### src/rtl/upload_req_arb_pkg.sv
// upload_req_arb_pkg
// Shared definitions for the upload request arbiter: FSM state encodings,
// the "no grant" code, default packet lengths per requester and a small
// modulo-3 port-index helper.
package upload_req_arb_pkg;

  typedef enum logic {
    ST_IDLE = 1'b0,
    ST_BUSY = 1'b1
  } arb_state_t;

  localparam logic [1:0] ARB_NONE       = 2'b11;
  localparam logic [1:0] LAST_GRANT_RST = 2'd2;

  localparam int DC_REQ_LEN   = 3;
  localparam int IC_REQ_LEN   = 3;
  localparam int CTRL_REQ_LEN = 1;

  // Port after p, wrapping 2 -> 0; the unused code 3 also maps to 0
  function automatic logic [1:0] next_port(input logic [1:0] p);
    return (p >= 2'd2) ? 2'd0 : p + 2'd1;
  endfunction

endpackage

### src/rtl/upload_req_arb_rr_pick3.sv
// rr_pick3
// Stateless three-way requester selection. The search starts at the port
// after last_grant and wraps modulo 3; the first requesting port wins.
// Ports:
//   req        in  [2:0]  request vector, bit N = port N
//   last_grant in  [1:0]  most recently granted port (0..2)
//   winner     out [1:0]  selected port, ARB_NONE when nothing requests
module rr_pick3
  import upload_req_arb_pkg::*;
(
  input  logic [2:0] req,
  input  logic [1:0] last_grant,
  output logic [1:0] winner
);

  logic [1:0] p0;
  logic [1:0] p1;
  logic [1:0] p2;

  // Evaluate lowest priority first so later matches override earlier ones
  always_comb begin
    p0     = next_port(last_grant);
    p1     = next_port(p0);
    p2     = next_port(p1);
    winner = ARB_NONE;
    if (req[p2]) winner = p2;
    if (req[p1]) winner = p1;
    if (req[p0]) winner = p0;
  end

endmodule

### src/rtl/upload_req_arb.sv
// upload_req_arb
// Arbitrates three packet requesters (dcache, icache, local ctrl) onto one
// downstream request FIFO. An IDLE cycle picks a winner, then BUSY passes
// the winner's flits straight through until its packet length is reached.
// Config macro: UPLOAD_ARB_RR_EN defined -> round-robin; undefined ->
// fixed priority 0>1>2 (last_grant still tracked).
// Ports:
//   clk, rst                  clock, synchronous active-high reset
//   fifo_rdy                  downstream FIFO accepts a flit this cycle
//   v_flit_in0..2, flit_in0..2 requester flit valid / data
//   rdy_out0..2               per-requester ready
//   flit_out, v_flit_out      flit to the FIFO and its valid
//   arb_busy                  packet in progress
//   arb_grant                 granted port, 2'b11 when none
module upload_req_arb
  import upload_req_arb_pkg::*;
#(
  parameter int LEN0 = DC_REQ_LEN,
  parameter int LEN1 = IC_REQ_LEN,
  parameter int LEN2 = CTRL_REQ_LEN
) (
  input  logic        clk,
  input  logic        rst,
  input  logic        fifo_rdy,
  input  logic        v_flit_in0,
  input  logic        v_flit_in1,
  input  logic        v_flit_in2,
  input  logic [15:0] flit_in0,
  input  logic [15:0] flit_in1,
  input  logic [15:0] flit_in2,
  output logic        rdy_out0,
  output logic        rdy_out1,
  output logic        rdy_out2,
  output logic [15:0] flit_out,
  output logic        v_flit_out,
  output logic        arb_busy,
  output logic [1:0]  arb_grant
);

  arb_state_t  state;
  arb_state_t  state_nxt;
  logic [1:0]  grant_q;
  logic [1:0]  last_grant;
  logic [1:0]  flit_cnt;
  logic [1:0]  pick_last;
  logic [1:0]  winner;
  logic [1:0]  cur_len_m1;
  logic [2:0]  req_vec;
  logic        sel_v;
  logic [15:0] sel_flit;
  logic        beat;
  logic        pkt_done;

  assign req_vec = {v_flit_in2, v_flit_in1, v_flit_in0};

  // Fixed priority reuses the rotating picker with the search pinned to port 0
`ifdef UPLOAD_ARB_RR_EN
  assign pick_last = last_grant;
`else
  assign pick_last = LAST_GRANT_RST;
`endif

  rr_pick3 u_pick (
    .req        (req_vec),
    .last_grant (pick_last),
    .winner     (winner)
  );

  always_comb begin
    sel_v      = 1'b0;
    sel_flit   = 16'h0000;
    cur_len_m1 = 2'(LEN0 - 1);
    case (grant_q)
      2'd0: begin
        sel_v      = v_flit_in0;
        sel_flit   = flit_in0;
        cur_len_m1 = 2'(LEN0 - 1);
      end
      2'd1: begin
        sel_v      = v_flit_in1;
        sel_flit   = flit_in1;
        cur_len_m1 = 2'(LEN1 - 1);
      end
      2'd2: begin
        sel_v      = v_flit_in2;
        sel_flit   = flit_in2;
        cur_len_m1 = 2'(LEN2 - 1);
      end
      default: ;
    endcase
  end

  assign beat     = (state == ST_BUSY) && sel_v && fifo_rdy;
  assign pkt_done = beat && (flit_cnt == cur_len_m1);

  always_comb begin
    state_nxt = state;
    case (state)
      ST_IDLE: if (|req_vec) state_nxt = ST_BUSY;
      ST_BUSY: if (pkt_done) state_nxt = ST_IDLE;
      default: state_nxt = ST_IDLE;
    endcase
  end

  // Zero-cycle pass-through of the granted requester while BUSY
  always_comb begin
    rdy_out0   = 1'b0;
    rdy_out1   = 1'b0;
    rdy_out2   = 1'b0;
    flit_out   = 16'h0000;
    v_flit_out = 1'b0;
    if (state == ST_BUSY) begin
      case (grant_q)
        2'd0:    rdy_out0 = fifo_rdy;
        2'd1:    rdy_out1 = fifo_rdy;
        2'd2:    rdy_out2 = fifo_rdy;
        default: ;
      endcase
      flit_out   = sel_flit;
      v_flit_out = sel_v & fifo_rdy;
    end
  end

  assign arb_busy  = (state == ST_BUSY);
  assign arb_grant = grant_q;

  always_ff @(posedge clk) begin
    if (rst) state <= ST_IDLE;
    else     state <= state_nxt;
  end

  // grant_q holds ARB_NONE whenever IDLE, so it drives arb_grant directly
  always_ff @(posedge clk) begin
    if (rst) begin
      grant_q    <= ARB_NONE;
      last_grant <= LAST_GRANT_RST;
      flit_cnt   <= 2'd0;
    end else begin
      case (state)
        ST_IDLE: begin
          if (|req_vec) grant_q <= winner;
        end
        ST_BUSY: begin
          if (pkt_done) begin
            flit_cnt   <= 2'd0;
            last_grant <= grant_q;
            grant_q    <= ARB_NONE;
          end else if (beat) begin
            flit_cnt <= flit_cnt + 2'd1;
          end
        end
        default: ;
      endcase
    end
  end

  // last_grant only ever holds a real port index
  a_last_grant_valid: assert property (@(posedge clk) disable iff (rst)
    last_grant != ARB_NONE);

endmodule

### config.mk
export PLATFORM = sky130hd
export DESIGN_NAME = upload_req_arb
export DESIGN_NICKNAME = d
export VERILOG_FILES = /design/src/rtl/upload_req_arb_pkg.sv /design/src/rtl/upload_req_arb_rr_pick3.sv /design/src/rtl/upload_req_arb.sv
export SDC_FILE = /design/constraint.sdc
export NUM_CORES = 1
export LEC_CHECK = 0
export ABC_AREA = 1
export CORE_UTILIZATION = 32
export CTS_CLUSTER_DIAMETER = 120
export DETAILED_ROUTE_END_ITERATION = 8
export PLACE_DENSITY = 0.85
export SLEW_MARGIN = 10
export SYNTH_ARGS = -nofsm -noshare
export SYNTH_HDL_FRONTEND = slang
export SYNTH_SLANG_ARGS = --single-unit
### constraint.sdc
create_clock -name clk -period 3.6 [get_ports clk]
set_input_delay 0.72 -clock clk [delete_from_list [all_inputs] [get_ports clk]]
set_output_delay 0.72 -clock clk [all_outputs]
set_load 0.01 [all_outputs]
==> summary.md, run 1 <==
| Metric | Value |
|---|---|
| Placed wire-length estimate | 2200 um |
| Share of the synthesized area in the top cell type | 0.335 |
| Clock sinks | 5 |
| Synth Register Bits | 5 |
| Synthesized area | 806 um^2 |
| CTS Buffer Depth | 2 |
| Static Leak | 0.795 nW |
| CTS tree | done |
| DRT iter0 DRCs | 10 |
| Max rail drop VDD | 0.205 mV |
| Antenna diodes | 0 |
| R2R depth | 7 |
| Worst skew pair latency | ~240 ps |
| Most used cell, CP | clkdlybuf4s50_1 |
| Sequential-to-total area share from yosys stat | 0.124 |
| Hold_sp | flit_cnt[0] |
| Pins Over Slew Limit | 0 |
| Syn Inst Count | 158 |
| Clock slew at reported path FFs | 40 ps |
| Startpoint types | primary input |
| CORE AREA | 2300 um^2 |
| Final WL | 2750 um |
| Root Buffer | clkbuf_4 |
| CTS Buf Count | 3 |
| GRT Total Usage | 0.199 |
| P&R area growth vs syn | 94.9% |
| Setup Fix Bufs, Post-CTS | 0 |
| Hold depth | 2 |
| Reg2Reg Launch Point | arb_grant[1] |
| Nets@finish | 287 |
| Vias in the first global route | 964 |
| Finished Layout Cells | 260 |
| Syn Nets | 212 |
| Largest net degree at the start of global routing | 21 |
| Routed Antenna Nets | 0 |
| Number of vias per cell | 4.58 |
| Pwr dens | roughly 200 nW/um^2 |
| WHS Endpoint | flit_cnt[0] |
| Die area | 2720 um^2 |
| Setup crit end kind | primary output |
| RSZ-0062 raised after global routing | false |
| Number of cells on the critical path | 6 |
| Worst-margin pin slew | 484 ps |
| Max-slew headroom | 0.677 |
| Worst Path Buf+Inv | 3 |
| Final setup viols | 0 |
| Initial Util | 0.351 |
| Max Cap Violations | 0 |
| Site row count | 17 |
| Hold Buf Count CTS | 0 |
| Crit-path slowest cell | clkdlybuf4s50_1 |
| Crit Path Class | in2out |
| Total negative setup slack | 0 ps |
| Post-CTS Resized | 0 |
| Dpl cells | 256 |
| CP required | approximately 2900 ps |
| Critical Path Max Stage Delay | 530 ps |
| Area contributors post-synth | nand2_1 (34%), nand3_1 (13%), dfxtp_1 (12%) |
| Layout fillers | 219 |
| Die Ht | 52.2 um |
| CP Data Arrival Time | 2230 ps |
| Vias | 1192 |
| Share of cells above drive strength 1 | 0.0819 |
| Reg-to-Reg End | arb_grant[1] |
| Top-Level Pins | 77 |
| Yosys warning total | 0 |
| Fin crit share | 0.818 |
| Residual DRC count | 0 |
| R2R Setup Slk | 2260 ps |
| Die width | about 52 um |
| Area leader, netlist | nand2_1 |
| Pre-antenna DRT Iters | 4 |
| H-Tree Depth | 1 |
| Min-Delay Path Class | reg2reg |
| Cell family with most CP delay | buffers and inverters |
| Run status | completed |
| Placer congestion estimate | approximately 0.76 |
| Post-synthesis cell type count | 19 |
| GR Overflow Total | 0 |
| Critical Path Fanout Max | 4 |
| Final min period | slightly below 3000 ps |
| Buffers on Ports | 76 |
| Final hold vios | 0 |
| Cells along the critical path | clkdlybuf4s50_1 > nand2_1 > a21oi_1 > nand2_2 > clkinv_2 > clkdlybuf4s50_1 |
| Worst clock skew | 3.05 ps |
| Initial antenna violation count | 0 |
| First-pass GRT wire length | 4150 um |
| Mapped Avg Cell Area | 5.10 um^2 |
| Max frequency | 339 MHz |
| Wirelength per Cell | 10.6 um |
-- worst min-delay path, cell delays in order (launching register included) --
cell and delay [ps]:
dfxtp_1 330, nor2_1 100, nor2_1 40
-- synth_stat cells --
cell type and count:
a21oi_1 5, buf_2 1, buf_4 2, buf_6 4, clkinv_2 1, dfxtp_1 5
inv_1 21, inv_2 3, inv_4 1, nand2_1 72, nand2_2 4, nand3_1 21
nand3_2 3, nor2_1 9, nor2_2 1, nor2_8 1, nor3_1 1, o21ai_0 2
o21ai_2 1
-- stage by stage --
stage / hold slack, ps / setup WS (ps) / instance area (um^2) / total power (W) / utilization
after floorplan: 494 / 1690 / 806 / 0.000155 / -
after global placement: 516 / 671 / 1540 / 0.000246 / 0.672
after detailed placement: 512 / 656 / 1540 / 0.000247 / 0.672
after CTS: 519 / 644 / 1570 / 0.000315 / 0.684
after global routing: 574 / 563 / 1570 / 0.000332 / 0.684
final: 518 / 654 / 1570 / 0.000310 / 0.684
-- cell families (layout without fill, tap and decap cells) --
group,after synthesis,count (layout),share of synthesized area
and+or+nand+nor,112,112,0.615
DFF,5,5,0.124
AOI/OAI and AO/OA,8,8,0.0543
buffers and inverters,33,107,0.207
-- placed cells by master, fill, tap and decap left out, drive strengths merged --
cell type | netlist | final
clkdlybuf4s50 | 0 | 76
nand2 | 76 | 76
inv | 25 | 25
nand3 | 24 | 24
nor2 | 11 | 11
a21oi | 5 | 5
dfxtp | 5 | 5
clkbuf | 0 | 4
o21ai | 3 | 3
clkinv | 1 | 1
nor3 | 1 | 1
buf | 7 | 1
-- flip-flops by register name, summed over array words and instances (netlist names) --
register	cells
arb_grant	2
flit_cnt	2
arb_busy	1
-- power by group --
group	leakage (nW)	total, W	switching [W]	internal, W
Combinational	0.738	0.000175	0.0000729	0.000102
Clock	0.0150	0.0000653	0.0000233	0.0000419
Sequential	0.0413	0.0000692	0.00000976	0.0000595
-- worst max-delay path by stage --
| stage | from | end | slack, ps |
|---|---|---|---|
| 3_5_place_dp | fifo_rdy | v_flit_out | 660 |
| 5_1_grt | fifo_rdy | v_flit_out | 560 |
| 2_1_floorplan | fifo_rdy | v_flit_out | 1690 |
| 6_report | fifo_rdy | v_flit_out | 650 |
| 3_3_place_gp | fifo_rdy | v_flit_out | 670 |
| 4_1_cts | fifo_rdy | v_flit_out | 640 |
-- layout make-up --
class,instances,area (um^2),area share
clock buffers,4,26.3,0.0167
inverters,26,101,0.0645
multi-input cells,120,539,0.343
flip-flops and latches,5,100,0.0637
well taps,28,35.0,0.0223
repair buffers,77,768,0.489
-- routing by layer --
metal	part of all wire	wire [um]	vias to the layer above	global-route usage
met3	0.12	318	4	0.0493
met2	0.43	1180	58	0.365
li1	-	-	627	-
met4	0.013	35	0	0.0395
met5	0	0	-	0
met1	0.44	1220	503	0.232
(Power assumes the default switching activity.)
==> run 2: changes to the inputs <==
CORE_UTILIZATION = 27   (was 32)
PLACE_DENSITY = 0.76   (was 0.85)
clock period = 2.4 ns   (was 3.6 ns; I/O delays follow)
==> summary.md, run 2 (synthesis gave the netlist of run 1 again) <==
| Metric | Value |
|---|---|
| Run status | completed |
| Buffers on Ports | 76 (unchanged) |
| Initial antenna violation count | 0 (unchanged) |
| Root Buffer | clkbuf_4 |
| Placed wire-length estimate | 2200 um (+0.39%) |
| DRT iter0 DRCs | 48 (+38) |
| CP Data Arrival Time | 1850 ps (-380 ps) |
| Place WS | 46.2 ps (-610 ps) |
| Final hold vios | 0 (unchanged) |
| CTS Buffer Depth | 2 (unchanged) |
| Nets@finish | 294 (+2.4%) |
| Most used cell, CP | clkdlybuf4s50_1 |
| Pre-antenna DRT Iters | 4 (unchanged) |
| Antenna diodes | 0 (unchanged) |
| Vias | 1241 (+4.1%) |
| Largest net degree at the start of global routing | 19 (-9.5%) |
| Power after layout | 0.000483 W (+56%) |
| Crit-path slowest cell | clkdlybuf4s50_1 |
| Dpl cell area | 1590 um^2 (+2.7%) |
| Fin crit share | 0.971 |
| Die area | 3210 um^2 (+18%) |
| H-Tree Depth | 1 (unchanged) |
| CTS Buf Count | 3 (unchanged) |
| First-pass GRT wire length | 4710 um (+13%) |
| Wirelength per Cell | 11.0 um (+4.0%) |
| Residual DRC count | 0 (unchanged) |
| CORE AREA | 2780 um^2 (+21%) |
| Max-slew headroom | 0.806 (+0.129) |
| Commonest cells after routing, fill and taps aside | clkdlybuf4s50_1 (73), nand2_1 (72), nand3_1 (21), inv_1 (21), nor2_1 (9) |
| Setup crit end kind | primary output |
| Die width | 56.6 um (+8.5%) |
| Top-Level Pins | 77 (unchanged) |
| Worst clock skew | 3.55 ps (+0.505 ps) |
| Clock slew at reported path FFs | 40 ps (about the same) |
| Initial Util | 0.290 (-0.0611) |
| Site row count | 19 (+2) |
| Pwr dens | 293 nW/um^2 (+49%) |
| Static Leak | 0.878 nW (+10%) |
| Cells along the critical path | clkdlybuf4s50_1 > nand3_1 > nand3_2 > nand2_2 > clkinv_2 > clkdlybuf4s50_1 |
| Max frequency | 429 MHz |
| Final WL | 2970 um (+8.0%) |
| Routed Antenna Nets | 0 (unchanged) |
| Vias in the first global route | 1066 (+11%) |
| Pins Over Slew Limit | 0 (unchanged) |
| RSZ-0062 raised after global routing | true |
| Clock sinks | 5 (unchanged) |
| Final min period | between 2000 and 2500 ps |
| Share of cells above drive strength 1 | 0.117 (+0.0353) |
| Most common cell after layout, fill and taps aside | clkdlybuf4s50_1 |
| Worst setup margin | 70.6 ps (-583 ps) |
| Number of vias per cell | 4.60 (+0.25%) |
| Max Cap Violations | 0 (unchanged) |
| CTS tree | done |
| Worst skew pair latency | 240 ps (about the same) |
| Critical Path Max Stage Delay | 520 ps (about the same) |
| Crit Path Class | in2out |
| Critical Path Fanout Max | 3 (-1) |
| Post-route cell area | 1650 um^2 (+4.9%) |
| Placer congestion estimate | 0.773 (+2.3%) |
| P&R area growth vs syn | 105% |
| Startpoint types | primary input |
| Max rail drop VDD | 0.307 mV (+50%) |
| GRT Total Usage | 0.183 (-0.0164) |
| CP required | 1920 ps (-960 ps) |
| Final setup viols | 0 (unchanged) |
| GR Overflow Total | 0 (unchanged) |
| Min-Delay Path Class | reg2reg |
| Die Ht | 56.6 um (+8.5%) |
| Worst-margin pin slew | 292 ps (-192 ps) |
[run 2: changes by cell type in the layout (fill, tap and decap cells not counted), sizes merged]
cell           before  now
buf                 1    7
clkdlybuf4s50      76   73
dlymetal6s2s        0    3
nor2               11   12
[run 2: final timing paths]
path	startpoint	end	slack (ps)	cells past startpoint
setup / recovery	v_flit_in2	v_flit_out	70	6
hold reg to reg	flit_cnt[0]	flit_cnt[0]	530	2
setup reg to reg	arb_grant[0]	flit_cnt[1]	1030	9
hold / removal	flit_cnt[0]	flit_cnt[0]	530	2
[run 2: metal layers]
metal | up-vias | track usage | part of all wire
met5 | - | 0 | 0
met4 | 0 | 0.0383 | 0.0034
met3 | 2 | 0.0530 | 0.11
met2 | 68 | 0.316 | 0.43
met1 | 530 | 0.223 | 0.45
li1 | 641 | - | -
[run 2: power breakdown]
| group | internal (W) | switching, W |
|---|---|---|
| registers | 0.0000898 | 0.0000101 |
| clock network | 0.0000628 | 0.0000340 |
| logic | 0.000162 | 0.000124 |
[run 2: worst max-delay path: cells and delay by family]
kind / cells / cell delay, ps
simple gates: 3 / 280
buf+inv: 3 / 1080
[run 2: timing repair]
item                                    4_1_cts  5_1_grt
cloned                                        0        1
pin swaps                                     0        1
setup buffers                                 0        1
gates resized for setup                       1        8
endpoints found under the setup margin       17       18
hold buffers                                  0        0
endpoints found under the hold margin         0        0
[run 2: layout make-up]
cell class,count,area [um^2]
fillers,300,1130
repair buffers,83,821
multi-input cells,121,554
inverters,26,106
flip-flops and latches,5,101
well taps,31,38.8
clock buffers,4,26.3
[run 2: per-stage QoR]
step	hold slack [ps]	std cells	util	setup TNS, ps
floorplan	494	158	-	0
global placement	516	264	0.570	0
detailed placement	512	264	0.570	0
CTS	528	268	0.580	0
global route	585	270	0.592	-19.3
finish	527	270	0.592	0
==> run 3: changes to the inputs <==
CTS_CLUSTER_SIZE = 8   (was default)
SLEW_MARGIN = default   (was 10)
==> results of run 3 <==
Final layout, timing and power as in run 2 (identical DEF).
